### config.mk
export PLATFORM = sky130hd
export DESIGN_NAME = cfg_frame_loader
export DESIGN_NICKNAME = d
export VERILOG_FILES = /design/src/rtl/cfg_pkg.sv /design/src/rtl/cfg_frame_reg.sv /design/src/rtl/cfg_frame_loader.sv
export SDC_FILE = /design/constraint.sdc
export NUM_CORES = 1
export LEC_CHECK = 0
export CORE_ASPECT_RATIO = 0.7
export CORE_MARGIN = 1
export CORE_UTILIZATION = 52
export CTS_BUF_LIST = sky130_fd_sc_hd__clkbuf_8
export CTS_CLUSTER_SIZE = 16
export DETAILED_ROUTE_END_ITERATION = 6
export GPL_ROUTABILITY_DRIVEN = 0
export PLACE_DENSITY = 0.84
export SYNTH_ARGS = -nofsm -noshare
export SYNTH_HDL_FRONTEND = slang
export SYNTH_SLANG_ARGS = --single-unit
### constraint.sdc
create_clock -name clk -period 3.35 [get_ports clk]
set_clock_uncertainty 0.05 [all_clocks]
set_input_delay 0.335 -clock clk [delete_from_list [all_inputs] [get_ports clk]]
set_output_delay 0.335 -clock clk [all_outputs]
set_load 0.01 [all_outputs]
### src/rtl/cfg_pkg.sv
`default_nettype none
// +----------------------------------------------------------------------------+
// | cfg_pkg : shared FSM state encoding and default sizing for the loader.     |
// | Rev 1.0                                                                    |
// +----------------------------------------------------------------------------+
package cfg_pkg;

    typedef enum logic [1:0] {
        S_ADDR   = 2'd0,
        S_DATA   = 2'd1,
        S_PAR    = 2'd2,
        S_COMMIT = 2'd3
    } cfg_state_t;

    localparam int c_num_frames = 10;
    localparam int c_frame_w    = 8;
    localparam int c_addr_w     = 4;

    function automatic int cfg_max(input int a, input int b);
        return (a > b) ? a : b;
    endfunction

endpackage
`default_nettype wire

### src/rtl/cfg_frame_reg.sv
`default_nettype none
// +----------------------------------------------------------------------------+
// | cfg_frame_reg : one configuration frame, async-reset register with enable. |
// | Rev 1.0                                                                    |
// +----------------------------------------------------------------------------+
module cfg_frame_reg
    import cfg_pkg::*;
#(
    parameter int FRAME_W = c_frame_w
) (
    input  logic               clk,
    input  logic               rst,
    input  logic               i_we,
    input  logic [FRAME_W-1:0] i_d,
    output logic [FRAME_W-1:0] o_q
);

    always_ff @(posedge clk or posedge rst) begin
        if (rst) begin
            o_q <= '0;
        end else if (i_we) begin
            o_q <= i_d;
        end
    end

endmodule
`default_nettype wire

### src/rtl/cfg_frame_loader.sv
`default_nettype none
// +----------------------------------------------------------------------------+
// | cfg_frame_loader : serial addressed-frame deserializer feeding NUM_FRAMES  |
// | fabric configuration registers. Optional trailing even parity: CFG_PARITY_EN|
// | Rev 1.0                                                                    |
// +----------------------------------------------------------------------------+
module cfg_frame_loader
    import cfg_pkg::*;
#(
    parameter int NUM_FRAMES = c_num_frames,
    parameter int FRAME_W    = c_frame_w,
    parameter int ADDR_W     = c_addr_w
) (
    input  logic                          clk,
    input  logic                          rst,
    input  logic                          cfg_valid,
    input  logic                          cfg_data,
    output logic                          cfg_ready,
    output logic [NUM_FRAMES*FRAME_W-1:0] cfg_out,
    output logic                          frame_done,
    output logic                          frame_err
);

    localparam int c_cnt_w = $clog2(cfg_max(ADDR_W, FRAME_W) + 1);

    cfg_state_t           r_state;
    logic [c_cnt_w-1:0]   r_cnt;
    logic [ADDR_W-1:0]    r_addr;
    logic [FRAME_W-1:0]   r_stage;
    logic                 r_ready;
    logic                 r_done;
    logic                 r_err;
    logic                 w_accept;
    logic                 w_commit;
    logic                 w_addr_ok;
    logic                 w_bad;
    logic [NUM_FRAMES-1:0] w_we;

    assign w_accept  = cfg_valid && r_ready;
    assign w_commit  = (r_state == S_COMMIT);
    // Widened by one bit so NUM_FRAMES == 2**ADDR_W compares correctly.
    assign w_addr_ok = ({1'b0, r_addr} < (ADDR_W + 1)'(NUM_FRAMES));

`ifdef CFG_PARITY_EN
    logic r_par;
    logic r_perr;
    assign w_bad = !w_addr_ok || r_perr;
`else
    assign w_bad = !w_addr_ok;
`endif

    always_ff @(posedge clk or posedge rst) begin
        if (rst) begin
            r_state <= S_ADDR;
            r_cnt   <= '0;
            r_addr  <= '0;
            r_stage <= '0;
            r_ready <= 1'b1;
            r_done  <= 1'b0;
            r_err   <= 1'b0;
`ifdef CFG_PARITY_EN
            r_par   <= 1'b0;
            r_perr  <= 1'b0;
`endif
        end else begin
            r_done <= 1'b0;
            r_err  <= 1'b0;
            case (r_state)
                S_ADDR: begin
                    if (w_accept) begin
                        r_addr <= ADDR_W'({r_addr, cfg_data});
`ifdef CFG_PARITY_EN
                        r_par  <= r_par ^ cfg_data;
`endif
                        if (r_cnt == c_cnt_w'(ADDR_W - 1)) begin
                            r_cnt   <= '0;
                            r_state <= S_DATA;
                        end else begin
                            r_cnt <= r_cnt + c_cnt_w'(1);
                        end
                    end
                end
                S_DATA: begin
                    if (w_accept) begin
                        r_stage <= FRAME_W'({r_stage, cfg_data});
`ifdef CFG_PARITY_EN
                        r_par   <= r_par ^ cfg_data;
`endif
                        if (r_cnt == c_cnt_w'(FRAME_W - 1)) begin
                            r_cnt <= '0;
`ifdef CFG_PARITY_EN
                            r_state <= S_PAR;
`else
                            r_state <= S_COMMIT;
                            r_ready <= 1'b0;
`endif
                        end else begin
                            r_cnt <= r_cnt + c_cnt_w'(1);
                        end
                    end
                end
`ifdef CFG_PARITY_EN
                S_PAR: begin
                    if (w_accept) begin
                        // Even parity: address, data and parity bit XOR to zero.
                        r_perr  <= r_par ^ cfg_data;
                        r_state <= S_COMMIT;
                        r_ready <= 1'b0;
                    end
                end
`endif
                S_COMMIT: begin
                    r_done  <= !w_bad;
                    r_err   <= w_bad;
                    r_state <= S_ADDR;
                    r_ready <= 1'b1;
`ifdef CFG_PARITY_EN
                    r_par   <= 1'b0;
                    r_perr  <= 1'b0;
`endif
                end
                default: begin
                    r_state <= S_ADDR;
                    r_cnt   <= '0;
                    r_ready <= 1'b1;
                end
            endcase
        end
    end

    for (genvar f = 0; f < NUM_FRAMES; f++) begin : g_frames
        assign w_we[f] = w_commit && !w_bad && (r_addr == ADDR_W'(f));

        cfg_frame_reg #(
            .FRAME_W (FRAME_W)
        ) u_frame (
            .clk  (clk),
            .rst  (rst),
            .i_we (w_we[f]),
            .i_d  (r_stage),
            .o_q  (cfg_out[f*FRAME_W +: FRAME_W])
        );
    end

    assign cfg_ready  = r_ready;
    assign frame_done = r_done;
    assign frame_err  = r_err;

endmodule
`default_nettype wire

=== After elaboration in Yosys (flattened, before gate mapping) ===
Index checks and enable logic that the tools add are counted.

* Flip-flop bits (word level): 101
* Input port bits: 4

* $add $sub $neg: 1
* $lt $le $gt $ge: 1
* Equal/unequal tests: 17
* Muxes and demuxes: 15
* Bitwise operators: 2
* Reduce and logical (&&, ||, !) cells: 20

{| class="wikitable"
|+ Operator list
! operator !! number
|-
| == test 4 x 3 -> 1 bit (second input constant) || 5
|-
| 2-to-1 mux 4 bit || 4
|-
| == test 4 x 2 -> 1 bit (second input constant) || 3
|-
| logical AND 1 bit || 12
|-
| case mux 4 bit (3 select lines) || 1
|-
| == test 4 bit (second input constant) || 2
|-
| 2-to-1 mux 2 bit || 4
|-
| inequality test 2 bit (second input constant) || 4
|-
| AND reduction 3 bit || 2
|-
| adder 4 x 1 -> 4 bit (second input constant) || 1
|-
| == test 4 x 1 -> 1 bit (second input constant) || 1
|-
| logical NOT 4 bit || 1
|-
| < comparator 4 bit (second input constant) || 1
|-
| 2-to-1 mux 1 bit || 4
|-
| case mux 2 bit (2 select lines) || 1
|-
| AND reduction 2 bit || 2
|-
| AND reduction 4 bit || 1
|-
| == test 2 x 1 -> 1 bit (second input constant) || 1
|-
| == test 2 bit (second input constant) || 1
|-
| logical NOT 2 bit || 1
|-
| inverter 1 bit || 2
|-
| case mux 1 bit (2 select lines) || 1
|-
| logical NOT 1 bit || 1
|}

=== Depth between registers and ports, before layout ===
* Word-level depth: 4
* Mapped depth: 5
* Mapped depth without buffers: 4

=== By module ===
From an unflattened synthesis, not the netlist that was laid out.

* Cell total of the unflattened synthesis: 268
* Area, all modules: 4429.2 um^2

{| class="wikitable"
|+ By module, submodules not included
! module !! times used !! cells each !! area each (um^2)
|-
| cfg_frame_reg || 10 || 18 || 335.3
|-
| cfg_frame_loader || 1 || 88 || 1076.0
|}

=== Worst setup path before layout ===
No wires, ideal clock.

* Path kind: register -> register
* From: reg r_addr[3]
* To: reg g_frames[6].u_frame.o_q[1]
* Data arrival time: 1381 ps
* Path slack: 1795 ps
* Stages on the path, launching flop included: 5
* Path buffers: 1
* Cells stage by stage: dfrtp_1 -> buf_2 -> nand4b_4 -> nor3b_4 -> mux2_2

* Word-level cells in the longest chain between the ends: 3
* Elaborated cells on any way between the ends: 4
* Those cells by class: order compare (1); eq/ne (1); reduce/logical (2)

{| class="wikitable"
|+ RTL lines
! element !! RTL line !! RTL
|-
| start: declaration || cfg_frame_loader.sv:28 || <nowiki>logic [ADDR_W-1:0] r_addr;</nowiki>
|-
| start signal: assignment || cfg_frame_loader.sv:71 || <nowiki>r_addr <= ADDR_W'({r_addr, cfg_data});</nowiki>
|-
| < comparator 4 bit || cfg_frame_loader.sv:42 || <nowiki>assign w_addr_ok = ({1'b0, r_addr} < (ADDR_W + 1)'(NUM_FRAMES));</nowiki>
|-
| logical AND 1 bit || cfg_frame_loader.sv:132 || <nowiki>assign w_we[f] = w_commit && !w_bad && (r_addr == ADDR_W'(f));</nowiki>
|-
| logical AND 1 bit * || cfg_frame_loader.sv:132 ||
|-
| end signal: assignment || cfg_frame_reg.sv:22 || <nowiki>o_q <= i_d;</nowiki>
|-
| end: declaration || cfg_frame_reg.sv:15 || <nowiki>output logic [FRAME_W-1:0] o_q</nowiki>
|}

Every way passes the cells marked *; elsewhere a longest branch is shown, timed or not.
A chain may end at the register's enable or synchronous reset.

=== Final worst setup path ===
* From: reg r_state[1]
* To: reg g_frames[6].u_frame.o_q[6]

* Word-level cells in the longest chain between the ends: 3

{| class="wikitable"
|+ RTL lines
! element !! RTL line !! RTL
|-
| start: declaration || cfg_frame_loader.sv:26 || <nowiki>cfg_state_t r_state;</nowiki>
|-
| start signal: assignment || cfg_frame_loader.sv:54 || <nowiki>r_state <= S_ADDR;</nowiki>
|-
| start signal: assignment || cfg_frame_loader.sv:77 || <nowiki>r_state <= S_DATA;</nowiki>
|-
| start signal: assignment || cfg_frame_loader.sv:94 || <nowiki>r_state <= S_COMMIT;</nowiki>
|-
| == test 2 bit || cfg_frame_loader.sv:40 || <nowiki>assign w_commit = (r_state == S_COMMIT);</nowiki>
|-
| logical AND 1 bit (2 in a row) || cfg_frame_loader.sv:132 ||
|}

Every way passes these cells.

==> flow_summary.ini <==
[critical_path]
required_ns = 3.54
critical-path-top-delay-family = flip-flops
crit_end = g_frames[6].u_frame.o_q[6]$_DFFE_PP0P_
reg2reg_depth = 3
crit_path_cell_trace = nand4b_4 -> nor3b_4 -> mux2_2
cp_max_fo = 19
crit_buf_inv = 0
crit_path_start = r_state[1]$_DFFE_PP0P_
max_stage_delay_ns = 0.75
end_kind = register
crit_cells = 3
startpoint_type = register
crit_type = register to register
worst_ep_arrival_time_ns = 2.16
r2r_slack_ns = 1.38
cpMaxStageDelayCell = dfrtp_1
rr_startpoint = r_state[1]$_DFFE_PP0P_
r2r_end = g_frames[6].u_frame.o_q[6]$_DFFE_PP0P_

[layout]
fillers = 538
final_cells = 447
regArea_um2 = 2529
syn2layout_area_growth_pct = 29.10
antennaDiodeCount = 0
drive_above_1_share_pct = 34.96
nets = 350
multi_input_area_um2 = 1434

[cts]
h-tree-depth = 3
postCtsHoldBufs = 0
cts_setup_buffers = 0
clk_latency_ns = 0.35
clkTransAtPathRegs_ns = 0.09
ctsResizeCount = 0
cts.sinks = 101
ctsLongestPathBuffers = 2
cts_tree = built
numCtsBuffers = 9
root_buffer = clkbuf_8

[floorplan]
die_width_um = 107.1
start_util_pct = 54.49
die_area_um2 = 8100
die_y_um = 75.60
pin_count = 87
core_region_area_um2 = 7385
core.rowCount = 26

[yosys]
netlist_area_um2 = 4024
syn_nets = 266
synth_cells = 261
ys_seq_area_share_pct = 62.84
syn_avg_cell_area_um2 = 15.42
synth_seq_cells = 101
ys.flop_type = dfrtp_1
yosys.area.top_type = dfrtp_1
yosysMostFrequentCell = dfrtp_1
yosys.area.top_type_share_pct = 62.19
synth_area_leaders = dfrtp_1, mux2_2, nor2b_1
synth_edf_count = 0
yosysUniqueCellTypes = 35
synth_common_cells = dfrtp_1, mux2_2, clkbuf_1, nor2b_1
postSynth.asyncResetShare_pct = 100.0
yosys_warnings = 0

[sta]
rsz0062_at_grt = false
drv_slew = 0
setup_viol = 0
post-route-period-util_pct = 58.81
whs_ns = 0.3550
fmax_ghz = 0.5076
fin_crit_ns = 1.970
setup_tns_ns = 0
hold_viol = 0
worst_pin_slew_ns = 0.6245
slew_headroom_pct = 58.37
worst_slack_ns = 1.380

[placement]
dpl.cell_count = 432
dp_hpwl_mm = 5.652
dpl_worst_slack_ns = 1.386
port_buffers = 86

[route]
wl_met2_mm = 3.782
drt-initial-drc-count = 150
dr_wl_met3_um = 835
vias = 2474
drt_wl_total_mm = 8.423
via_per_inst = 5.535
route.detailed.drc = 0
top_layer_used = met4
wl_per_cell_um = 18.84
ant_nets = 0
drtPass1Iterations = 4
drt-met1-wl_mm = 3.732

[global_route]
grt_pass1_vias = 2528
grt_pass1_wl_mm = 13.41
overflow = 0
antenna_found_initial = 0
grt_usage_pct = 23.06
grt_max_degree = 55

[power]
p_leak_nw = 2.512
power.density_nw_per_um2 = 400.2
ir_worst_vdd_mv = 0.2892

[status]
outcome = complete, no violations

[worst_hold_path]
hp-class = primary input to async pin

[flow_run]
drv_cap = 0
-- worst register-to-register path, stage by stage (launching register included) --
cell and delay (ns):
dfrtp_1 0.75, nand4b_4 0.20, nor3b_4 0.46, mux2_2 0.40
-- metal layers --
layer	GRT usage, %	up-vias
li1	-	1101
met1	29.60	1277
met2	35.56	89
met3	11.89	7
met4	5.023	0
met5	0	-
-- report_power, final --
part	total (W)	internal (W)	switching (W)
Sequential	0.00122	0.00122	0
Clock	0.000830	0.000439	0.000391
Combinational	0.0000309	0.00000591	0.0000250
Total	0.00208	0.00166	0.000416
-- per-stage QoR --
stage / utilization, % / area, µm² / power [W]
after CTS: 70.35 / 5195 / 0.002103
after detailed placement: 67.33 / 4972 / 0.001274
after floorplan: - / 4024 / 0.001261
final: 70.35 / 5195 / 0.002079
after global placement: 67.33 / 4972 / 0.001274
after global routing: 70.35 / 5195 / 0.002154
-- how the worst min path moves through the flow --
stage,start,endpoint,depth (start not counted)
3_3_place_gp,g_frames[6].u_frame.o_q[3]$_DFFE_PP0P_,g_frames[6].u_frame.o_q[3]$_DFFE_PP0P_,1
6_report,rst,g_frames[9].u_frame.o_q[0]$_DFFE_PP0P_,2
4_1_cts,rst,r_cnt[1]$_DFFE_PP0P_,2
5_1_grt,rst,r_cnt[1]$_DFFE_PP0P_,2
3_5_place_dp,g_frames[6].u_frame.o_q[3]$_DFFE_PP0P_,g_frames[6].u_frame.o_q[3]$_DFFE_PP0P_,1
2_1_floorplan,r_stage[7]$_DFFE_PP0P_,g_frames[6].u_frame.o_q[7]$_DFFE_PP0P_,1
-- registers in the layout (all words and copies together) (netlist names) --
name	cells
frame_done	1
g_frames.u_frame.o_q	80
r_addr	4
r_stage	8
r_cnt	4
r_state	2
cfg_ready	1
frame_err	1
-- layout by cell type (no fill, tap or decap), types with 3 or more instances in the layout --
cell type / n
mux2_2: 90
nor2b_1: 6
clkbuf_8: 10
nand2_2: 4
nor2_1: 5
nand2_1: 5
a21o_1: 3
dfrtp_1: 100
clkdlybuf4s50_1: 86
nand3_1: 4
-- logic make-up (layout without fill, tap and decap cells) --
logic type	count (synthesis)	after routing	synth area share, %
adders and majority gates	1	1	0.3109
muxes	93	93	25.99
DFF	101	101	62.84
AOI/OAI and AO/OA	12	12	2.208
and+or+nand+nor	38	38	6.903
xor gates and xnor gates	1	1	0.2177
buffers and inverters	15	103	1.523
-- layout make-up --
| class | instances | area share [%] |
|---|---|---|
| multi-input cells | 145 | 27.60 |
| flip-flops and latches | 101 | 48.68 |
| well taps | 98 | 2.360 |
| clock inverters | 5 | 1.638 |
| repair buffers | 87 | 16.96 |
| clock buffers | 10 | 2.649 |
| inverters | 1 | 0.1204 |
Power figures use the tool's default switching activity.
